$ cat src/rtl/ar_freeze_ctrl_if.sv
// Keyboard/OSD request bundle into ar_freeze_ctrl and its freeze/status outputs.
// keystroke is a one-cycle valid qualifying keycode; there is no ready, the controller accepts every strobe.
interface ar_freeze_ctrl_if;
    logic [7:0] keycode;
    logic       keystroke;
    logic       osd_freeze;
    logic       enable;
    logic       freeze;
    logic       kbd_block;
    logic       ctrl_down;
    logic       busy;
    logic [1:0] state;

    modport master (
        output keycode, keystroke, osd_freeze, enable,
        input  freeze, kbd_block, ctrl_down, busy, state
    );

    modport slave (
        input  keycode, keystroke, osd_freeze, enable,
        output freeze, kbd_block, ctrl_down, busy, state
    );
endinterface

$ cat src/rtl/ar_freeze_ctrl.sv
// Ctrl+Break / OSD freeze request generator for the Action Replay cartridge:
// fixed-length freeze pulse, hold-until-release, and a re-arm gap.
module ar_freeze_ctrl #(
    parameter logic [7:0] FREEZE_CODE  = 8'h5D,
    parameter logic [7:0] CTRL_CODE    = 8'h63,
    parameter logic [7:0] RSTWARN_CODE = 8'h78,
    parameter int         PULSE_LEN    = 16,
    parameter int         GAP_LEN      = 1024
) (
    input logic             clk,
    input logic             _reset,
    ar_freeze_ctrl_if.slave bus
);
    typedef enum logic [1:0] {ST_IDLE, ST_PULSE, ST_HOLD, ST_GAP} state_t;

    localparam logic [15:0] PULSE_RLD = 16'(PULSE_LEN - 1);
    localparam logic [15:0] GAP_RLD   = 16'(GAP_LEN - 1);

    state_t      state_q;
    logic [15:0] cnt_q;
    logic        freeze_q;
    logic        kbd_block_q;
    logic        ctrl_down_q, ctrl_down_d;
    logic        brk_down_q, brk_down_d;
    logic        osd_del_q;

    logic brk_match, brk_press, brk_release, rstwarn, osd_rise, trigger;

    assign brk_match   = bus.keystroke && (bus.keycode[6:0] == FREEZE_CODE[6:0]);
    assign brk_press   = brk_match && !bus.keycode[7];
    assign brk_release = brk_match && bus.keycode[7];
    assign rstwarn     = bus.keystroke && (bus.keycode == RSTWARN_CODE);
    assign osd_rise    = bus.osd_freeze && !osd_del_q;
    // Uses the Ctrl state from before this strobe; one strobe carries one key.
    assign trigger     = bus.enable &&
                         ((bus.keystroke && (bus.keycode == FREEZE_CODE) && ctrl_down_q) || osd_rise);

    always_comb begin
        ctrl_down_d = ctrl_down_q;
        brk_down_d  = brk_down_q;
        if (bus.keystroke && (bus.keycode == CTRL_CODE))
            ctrl_down_d = 1'b1;
        if (bus.keystroke && (bus.keycode == (CTRL_CODE | 8'h80)))
            ctrl_down_d = 1'b0;
        if (brk_press)
            brk_down_d = 1'b1;
        if (brk_release)
            brk_down_d = 1'b0;
        if (rstwarn) begin
            ctrl_down_d = 1'b0;
            brk_down_d  = 1'b0;
        end
    end

    always_ff @(posedge clk or negedge _reset) begin
        if (!_reset) begin
            state_q     <= ST_IDLE;
            cnt_q       <= 16'd0;
            freeze_q    <= 1'b0;
            kbd_block_q <= 1'b0;
            ctrl_down_q <= 1'b0;
            brk_down_q  <= 1'b0;
            osd_del_q   <= 1'b0;
        end else begin
            ctrl_down_q <= ctrl_down_d;
            brk_down_q  <= brk_down_d;
            osd_del_q   <= bus.osd_freeze;
            kbd_block_q <= brk_match && (ctrl_down_q || brk_down_q);
            if (rstwarn) begin
                state_q  <= ST_GAP;
                cnt_q    <= GAP_RLD;
                freeze_q <= 1'b0;
            end else begin
                case (state_q)
                    ST_IDLE: begin
                        if (trigger) begin
                            state_q  <= ST_PULSE;
                            cnt_q    <= PULSE_RLD;
                            freeze_q <= 1'b1;
                        end
                    end
                    ST_PULSE: begin
                        if (cnt_q == 16'd0) begin
                            state_q  <= ST_HOLD;
                            freeze_q <= 1'b0;
                        end else begin
                            cnt_q <= cnt_q - 16'd1;
                        end
                    end
                    ST_HOLD: begin
                        // Leave as soon as the release strobe lands, not a cycle later.
                        if (!brk_down_d && !bus.osd_freeze) begin
                            state_q <= ST_GAP;
                            cnt_q   <= GAP_RLD;
                        end
                    end
                    ST_GAP: begin
                        if (brk_press || osd_rise)
                            cnt_q <= GAP_RLD;
                        else if (cnt_q == 16'd0)
                            state_q <= ST_IDLE;
                        else
                            cnt_q <= cnt_q - 16'd1;
                    end
                    default: state_q <= ST_IDLE;
                endcase
            end
        end
    end

    assign bus.freeze    = freeze_q;
    assign bus.kbd_block = kbd_block_q;
    assign bus.ctrl_down = ctrl_down_q;
    assign bus.busy      = (state_q != ST_IDLE);
    assign bus.state     = state_q;
endmodule

$ cat src/flat_wrapper.sv
// flat-port wrapper written by rule: the top's interface ports become plain ports
module ar_freeze_ctrl_flat 
#(
    parameter logic [7:0] FREEZE_CODE  = 8'h5D,
    parameter logic [7:0] CTRL_CODE    = 8'h63,
    parameter logic [7:0] RSTWARN_CODE = 8'h78,
    parameter int         PULSE_LEN    = 16,
    parameter int         GAP_LEN      = 1024
)
  (clk, _reset, bus_keycode, bus_keystroke, bus_osd_freeze, bus_enable, bus_freeze, bus_kbd_block, bus_ctrl_down, bus_busy, bus_state);
  ar_freeze_ctrl_if bus_i ();
  input logic clk;
  input logic _reset;
  input wire logic [$bits(bus_i.keycode)-1:0] bus_keycode;
  input wire logic [$bits(bus_i.keystroke)-1:0] bus_keystroke;
  input wire logic [$bits(bus_i.osd_freeze)-1:0] bus_osd_freeze;
  input wire logic [$bits(bus_i.enable)-1:0] bus_enable;
  output wire logic [$bits(bus_i.freeze)-1:0] bus_freeze;
  output wire logic [$bits(bus_i.kbd_block)-1:0] bus_kbd_block;
  output wire logic [$bits(bus_i.ctrl_down)-1:0] bus_ctrl_down;
  output wire logic [$bits(bus_i.busy)-1:0] bus_busy;
  output wire logic [$bits(bus_i.state)-1:0] bus_state;
  assign bus_i.keycode = bus_keycode;
  assign bus_i.keystroke = bus_keystroke;
  assign bus_i.osd_freeze = bus_osd_freeze;
  assign bus_i.enable = bus_enable;
  assign bus_freeze = bus_i.freeze;
  assign bus_kbd_block = bus_i.kbd_block;
  assign bus_ctrl_down = bus_i.ctrl_down;
  assign bus_busy = bus_i.busy;
  assign bus_state = bus_i.state;
  ar_freeze_ctrl #(.FREEZE_CODE(FREEZE_CODE), .CTRL_CODE(CTRL_CODE), .RSTWARN_CODE(RSTWARN_CODE), .PULSE_LEN(PULSE_LEN), .GAP_LEN(GAP_LEN)) u_core (.clk(clk), ._reset(_reset), .bus(bus_i));
endmodule
$ cat config.mk
export PLATFORM = sky130hd
export DESIGN_NAME = ar_freeze_ctrl_flat
export DESIGN_NICKNAME = d
export VERILOG_FILES = /design/src/rtl/ar_freeze_ctrl_if.sv /design/src/rtl/ar_freeze_ctrl.sv /design/src/flat_wrapper.sv
export SDC_FILE = /design/constraint.sdc
export NUM_CORES = 1
export LEC_CHECK = 0
export ABC_AREA = 1
export ABC_CLOCK_PERIOD_IN_PS = 1620
export BUFFER_PORTS_ARGS = -buffer_cell sky130_fd_sc_hd__buf_2
export CORE_ASPECT_RATIO = 2
export CORE_UTILIZATION = 53
export DETAILED_ROUTE_END_ITERATION = 12
export GPL_ROUTABILITY_DRIVEN = 0
export GPL_TIMING_DRIVEN = 0
export HOLD_SLACK_MARGIN = 0.1
export PLACE_DENSITY = 0.85
export REMOVE_ABC_BUFFERS = 1
export SYNTH_ARGS = -nofsm -noshare
export SYNTH_HDL_FRONTEND = slang
export SYNTH_SLANG_ARGS = --single-unit
$ cat constraint.sdc
create_clock -name clk -period 1.62 [get_ports clk]
set_input_delay 0.081 -clock clk [delete_from_list [all_inputs] [get_ports clk]]
set_output_delay 0.081 -clock clk [all_outputs]
set_load 0.05 [all_outputs]
==> qor.yml, run 1 <==
path_buf_inv: 2
hold_ws_ns: 0.133
worstHoldEndpoint: "u_core.bus.ctrl_down"
clockPowerShare_pct: 8.5
slew_headroom_pct: 64.2
setup-violations-final: 11
synthTopCellsByCount: "nand2_1 (78), nor2_1 (41), inv_1 (33)"
yosysSeqAreaShare_pct: 33.0
power_density_nw_per_um2: 1860
yosysMostFrequentCell: "nand2_1"
grt_max_degree: 24
worstSetupPathType: "flip-flop to flip-flop"
post-route-util_pct: 72.2
multiInputGateArea_um2: 1220
hpwlAfterDp_um: 3090
cpPeakStageDelay_ns: 0.42
grt_overflow: 0
drv_slew: 0
fillers: 219
critPathCaptureType: "flip-flop"
drive_above_1_share_pct: 32.9
p_leak_nw: 1.14
path_max_fanout: 5
cp.arrival_ns: 1.87
avgViaCountPerCell: 5.76
failed_checks: "negative setup slack"
rr_endpoint: "u_core.cnt_q[13]"
antenna_cells: 0
synth_mux_area_share_pct: 0
clock-root-buffer: "clkbuf_8"
setup_tns_ns: -0.465
grt_usage_pct: 27.6
first_pass_iters: 4
synth_xor_area_share_pct: 0.503
seqPwrFrac_pct: 23.7
ys.flop_type: "dfrtp_1"
cp_top_family: "simple AND/OR/NAND/NOR gates"
finalCritPeriodShare_pct: 105
required_ns: 1.79
cts_num_sinks: 23
synth_area_leader_cell: "dfrtp_1"
numPortBuffers: 18
synth-compound-area-share_pct: 8.47
intPower_mw: 1.97
hold_depth: 3
synth.distinct_cells: 28
wire_per_inst_um: 15.0
hold_start: "bus_keycode[1]"
r2r_slack_ns: -0.08
max_freq_mhz: 588
wl_um: 4980
ys_ff_latch: 23
async_reset_ff_share_pct: 100
grt_pass1_vias: 1851
syn-instance-count: 263
synth_top_area_share_pct: 33.0
skew_ns: 0.00291
cpMostUsedCell: "nand2_1"
synth_fa_ha_area_share_pct: 4.31
r2r_start: "u_core.cnt_q[1]"
synth_area_um2: 1740
post-place-cells: 310
num-nets-final: 321
crit_start: "u_core.cnt_q[1]"
switching_power_mw: 2.26
max_slew.worst_pin.slew_ns: 0.537
area_growth_pct: 30.7
hold_viol_final: 0
dieWidth_um: 42.6
status: "complete, but fails checks"
core_um2: 3160
synth_top_family_by_area: "simple AND/OR/NAND/NOR gates"
start_util_pct: 55.2
die_area_um2: 3540
clock_latency_ns: 0.27
synthTopCellsByArea: "dfrtp_1 (33%), nand2_1 (17%), nor2_1 (8.8%), inv_1 (7.1%), nand3_1 (6.3%)"
start_kind: "flip-flop"
worst_slack_ns: -0.0812
pre_cts_slack_ns: -0.333
cts_max_level: 1
chipHeight_um: 83.1
crit_chain: "inv_2 > ha_4 > nand3_4 > nor2_4 > nand2_4 > buf_6 > nand4_4 > nor2_1 > nand2_1 > nand2_1 > nand2_1 > nor2_1"
drv_cap: 0
yosys.area_share.simple_pct: 43.9
ant_nets: 0
clk_path_buf_depth: 2
clk_pin_slew_ns: 0.08
min_path_type: "input pin to flip-flop"
synth_warnings: 0
num_vias: 1912
cts_made_buffers: 3
ioPinCount: 19
cp_slowest_cell: "dfrtp_1"
ir_drop_mv: 1.55
drtIter0Drc: 57
synth-edff-count: 0
grt_pass1_wl_um: 7480
rows: 29
switching_share_pct: 53.4
fin_cells: 332
seqCellArea_um2: 577
route.detailed.drc: 0
antenna_found_initial: 0
cts_tree: "yes"
power_frac_comb_pct: 67.8
syn_avg_cell_area_um2: 6.63
rsz0062_at_grt: "true"
reg2reg_depth: 12
post-route-min-period_ns: 1.70
==> final cells by class <==
cell class                      instances  share of cell area [%]
Multi-Input combinational cell        203                    53.8
Sequential cell                        23                    25.3
Timing Repair Buffer                   35                    10.6
Inverter                               36                    6.64
Clock buffer                            4                    1.98
Tap cell                               31                    1.70
==> layout by cell type (no fill, tap or decap), types with 2 or more instances in the layout <==
cell type	count
nand2_2	10
nand4_1	4
inv_2	5
nor2_1	28
clkbuf_8	3
o21bai_1	2
a21oi_2	4
buf_2	18
nor2_2	10
nand3_1	19
ha_1	2
a21oi_1	5
o21ai_0	3
nand3_4	2
a22oi_1	2
nand2_1	71
inv_1	27
dfrtp_1	22
o21ai_1	6
nor3_1	2
nand2_4	4
nor2_4	11
buf_4	12
dlygate4sd3_1	3
nand3_2	5
ha_4	4
o211ai_1	2
==> metrics by stage <==
| step | total power [mW] | instance area [µm²] |
|---|---|---|
| final | 4.24 | 2280 |
| after global routing | 4.51 | 2280 |
| after floorplan | 2.53 | 1710 |
| after detailed placement | 3.00 | 1840 |
| after global placement | 2.96 | 1840 |
| after CTS | 3.68 | 2070 |
==> worst max path at each step <==
stage	end	slack (ns)	cells past startpoint
2_1_floorplan	u_core.bus.state[0]	-0.58	10
3_3_place_gp	u_core.cnt_q[12]	-0.29	12
3_5_place_dp	u_core.cnt_q[12]	-0.33	12
4_1_cts	u_core.cnt_q[12]	-0.05	10
5_1_grt	u_core.cnt_q[13]	-0.17	12
6_report	u_core.cnt_q[13]	-0.08	12
==> logic make-up after synthesis <==
kind of cell,count (synthesis)
buffers and inverters,38
adders and majority gates,6
DFF,23
and+or+nand+nor,169
AOI/OAI and AO/OA,26
xor gates and xnor gates,1
==> layer usage <==
layer  vias up  share of wire [%]  track usage [%]
met5         -                  0                0
met4         0                5.6             21.3
met3        28                3.4             2.61
met2        74                 56             51.9
met1       898                 35             24.6
li1        912                  -                -
==> state kept, by name, summed over array words and instances, names as in the netlist <==
register,flops
u_core.brk_down_q,1
u_core.osd_del_q,1
u_core.bus.kbd_block,1
u_core.bus.freeze,1
u_core.cnt_q,16
u_core.bus.ctrl_down,1
u_core.bus.state,2
==> power groups by stage <==
stage | sequential [mW] | combinational [mW] | clock [mW]
5_1_grt | 1.02 | 3.10 | 0.382
3_3_place_gp | 0.946 | 2.01 | 0
6_report | 1.00 | 2.87 | 0.362
4_1_cts | 0.947 | 2.36 | 0.367
3_5_place_dp | 0.950 | 2.05 | 0
2_1_floorplan | 1.05 | 1.48 | 0
==> what timing repair did <==
item | CTS | global route
hold endpoints to repair | 25 | 0
setup buffers | 7 | 7
endpoints found under the setup margin | 20 | 19
gates cloned | 1 | 0
gates resized for setup | 25 | 44
hold buffers | 3 | 0
pin swaps | 7 | 15
==> tightest hold or removal path: stages <==
cell	delay [ns]
buf_2	0.10
nand4_1	0.09
o21ai_0	0.08
Power figures use the tool's default switching activity.
==> inputs of run 2 (changes only) <==
- BUFFER_PORTS_ARGS: -buffer_cell sky130_fd_sc_hd__buf_2 -> -buffer_cell sky130_fd_sc_hd__buf_4
==> run 2 against run 1 <==
Against the previous run:
- the run still ends with negative setup slack left
- worst hold slack lost 0.0050 ns
- non-clock buffer count shrank 5
- cell area shrank 0.93%
- die area is the same
- maximum frequency grew 4.3%
- register-to-register slack gained 0.07 ns
- via count shrank 2.8%
- sequential share of layout area grew 0.29 points
- setup slack gained 0.071 ns
- clock-buffer cell count is the same
==> qor.yml, run 2 (same netlist as run 1, synthesis figures left out) <==
crit_chain: "inv_2 > ha_4 > nand3_4 > nor2_4 > nand2_4 > xor2_1 > nand2_1 > nand2_1 > nand2_1 > o21ai_1 > inv_1"
r2r_start: "u_core.cnt_q[0]"
chipHeight_um: 83.1
largest_reg_flops: 16
ir_drop_mv: 1.55
ioPinCount: 19
fillers: 223
drive_above_1_share_pct: 32.1
met3_usage_pct: 2.61
p_leak_nw: 1.13
skew_ns: 0.00620
finalCritPeriodShare_pct: 101
grt_usage_pct: 26.6
max_freq_mhz: 613
met2_usage_pct: 49.9
cts_max_level: 1
setup-violations-final: 1
layout_commonest_cell: "nand2_1"
use_met1_pct: 25.9
cpPeakStageDelay_ns: 0.40
worstHoldEndpoint: "u_core.bus.ctrl_down"
drtIter0Drc: 78
grt_pass1_vias: 1790
path_max_fanout: 6
grt_max_degree: 24
antenna_cells: 0
worst_slack_ns: -0.0104
cts_num_sinks: 23
clock-root-buffer: "clkbuf_8"
cts_made_buffers: 3
die_area_um2: 3540
placed_area_um2: 1890
numPortBuffers: 18
clk_pin_slew_ns: 0.09
core_um2: 3160
num_vias: 1858
rsz0062_at_grt: "true"
setup_tns_ns: -0.0104
post-route-min-period_ns: 1.63
wire_per_inst_um: 14.0
min_path_type: "input pin to flip-flop"
hold_viol_final: 0
hold_depth: 4
failed_checks: "negative setup slack"
max_slew.worst_pin.slew_ns: 0.499
first_pass_iters: 4
cp_slowest_cell: "dfrtp_1"
fin_area_um2: 2260
grt_busiest_layer: "met2"
route.detailed.drc: 0
grt_overflow: 0
start_util_pct: 55.2
rr_endpoint: "u_core.cnt_q[0]"
status: "complete, but fails checks"
clock_latency_ns: 0.27
ant_nets: 0
final_cell_mix: "nand2_1 (71), nor2_1 (28), buf_4 (27)"
dieWidth_um: 42.6
required_ns: 1.79
drv_cap: 0
hpwlAfterDp_um: 3130
antenna_found_initial: 0
power_mw: 4.12
cpMostUsedCell: "nand2_1"
top_register: "u_core.cnt_q"
area_growth_pct: 29.5
num-nets-final: 316
critPathCaptureType: "flip-flop"
slew_headroom_pct: 66.8
crit_start: "u_core.cnt_q[0]"
hold_start: "bus_keycode[4]"
wl_um: 4570
post-route-util_pct: 71.5
r2r_slack_ns: -0.01
start_kind: "flip-flop"
reg2reg_depth: 11
clk_path_buf_depth: 2
power_density_nw_per_um2: 1820
grt_pass1_wl_um: 7330
avgViaCountPerCell: 5.68
cts_tree: "yes"
drv_slew: 0
worstSetupPathType: "flip-flop to flip-flop"
cp.arrival_ns: 1.81
rows: 29
## run 2: cell types whose count changed in the layout (fill, tap and decap cells not counted), sizes merged
cell,before,now
buf,32,27
clkinv,1,0
inv,35,36
## run 2: report_power, final
group	internal [mW]	switching, mW	total, mW
Clock	0.176	0.198	0.375
Combinational	0.998	1.74	2.74
Sequential	0.771	0.236	1.01
Total	1.95	2.17	4.12
## run 2: layout make-up
cell class / instances / area (µm²) / share of cell area (%)
inverters: 36 / 153 / 6.76
repair buffers: 30 / 233 / 10.3
clock buffers: 4 / 45.0 / 2.00
multi-input cells: 203 / 1210 / 53.6
flip-flops and latches: 23 / 578 / 25.6
well taps: 31 / 38.8 / 1.72
## run 2: critical path, delay by kind of cell (launching register included)
kind | cells | cell delay (ns)
and+or+nand+nor | 6 | 0.52
xor gates and xnor gates | 1 | 0.15
DFF | 1 | 0.40
AOI/OAI and AO/OA | 1 | 0.08
buffers and inverters | 2 | 0.18
adders and majority gates | 1 | 0.20
## run 2: layer usage
metal  vias up  part of all wire [%]
met5         -                     0
met4         0                   4.8
met3        22                   4.0
met2        72                    55
met1       865                    36
li1        899                     -
## run 2: stage by stage
stage	instances	setup slack [ns]	hold WS, ns
floorplan	261	-0.581	-0.215
global placement	310	-0.316	-0.00842
detailed placement	310	-0.318	-0.00501
CTS	324	0.00487	0.133
global route	327	-0.120	0.152
finish	327	-0.0104	0.128
## run 2: worst max path at each step
stage	end	cells past startpoint	slack, ns
2_1_floorplan	u_core.bus.state[0]	10	-0.58
3_3_place_gp	u_core.cnt_q[12]	12	-0.32
3_5_place_dp	u_core.cnt_q[12]	12	-0.32
4_1_cts	u_core.cnt_q[12]	11	0.005
5_1_grt	u_core.cnt_q[0]	11	-0.12
6_report	u_core.cnt_q[0]	11	-0.01
## run 2: what timing repair did
item | in CTS | in global routing
gates cloned | 1 | 0
gates resized for setup | 27 | 44
endpoints found under the hold margin | 25 | 0
endpoints found under the setup margin | 20 | 19
pin swaps | 6 | 6
hold buffers | 3 | 0
setup buffers | 6 | 3
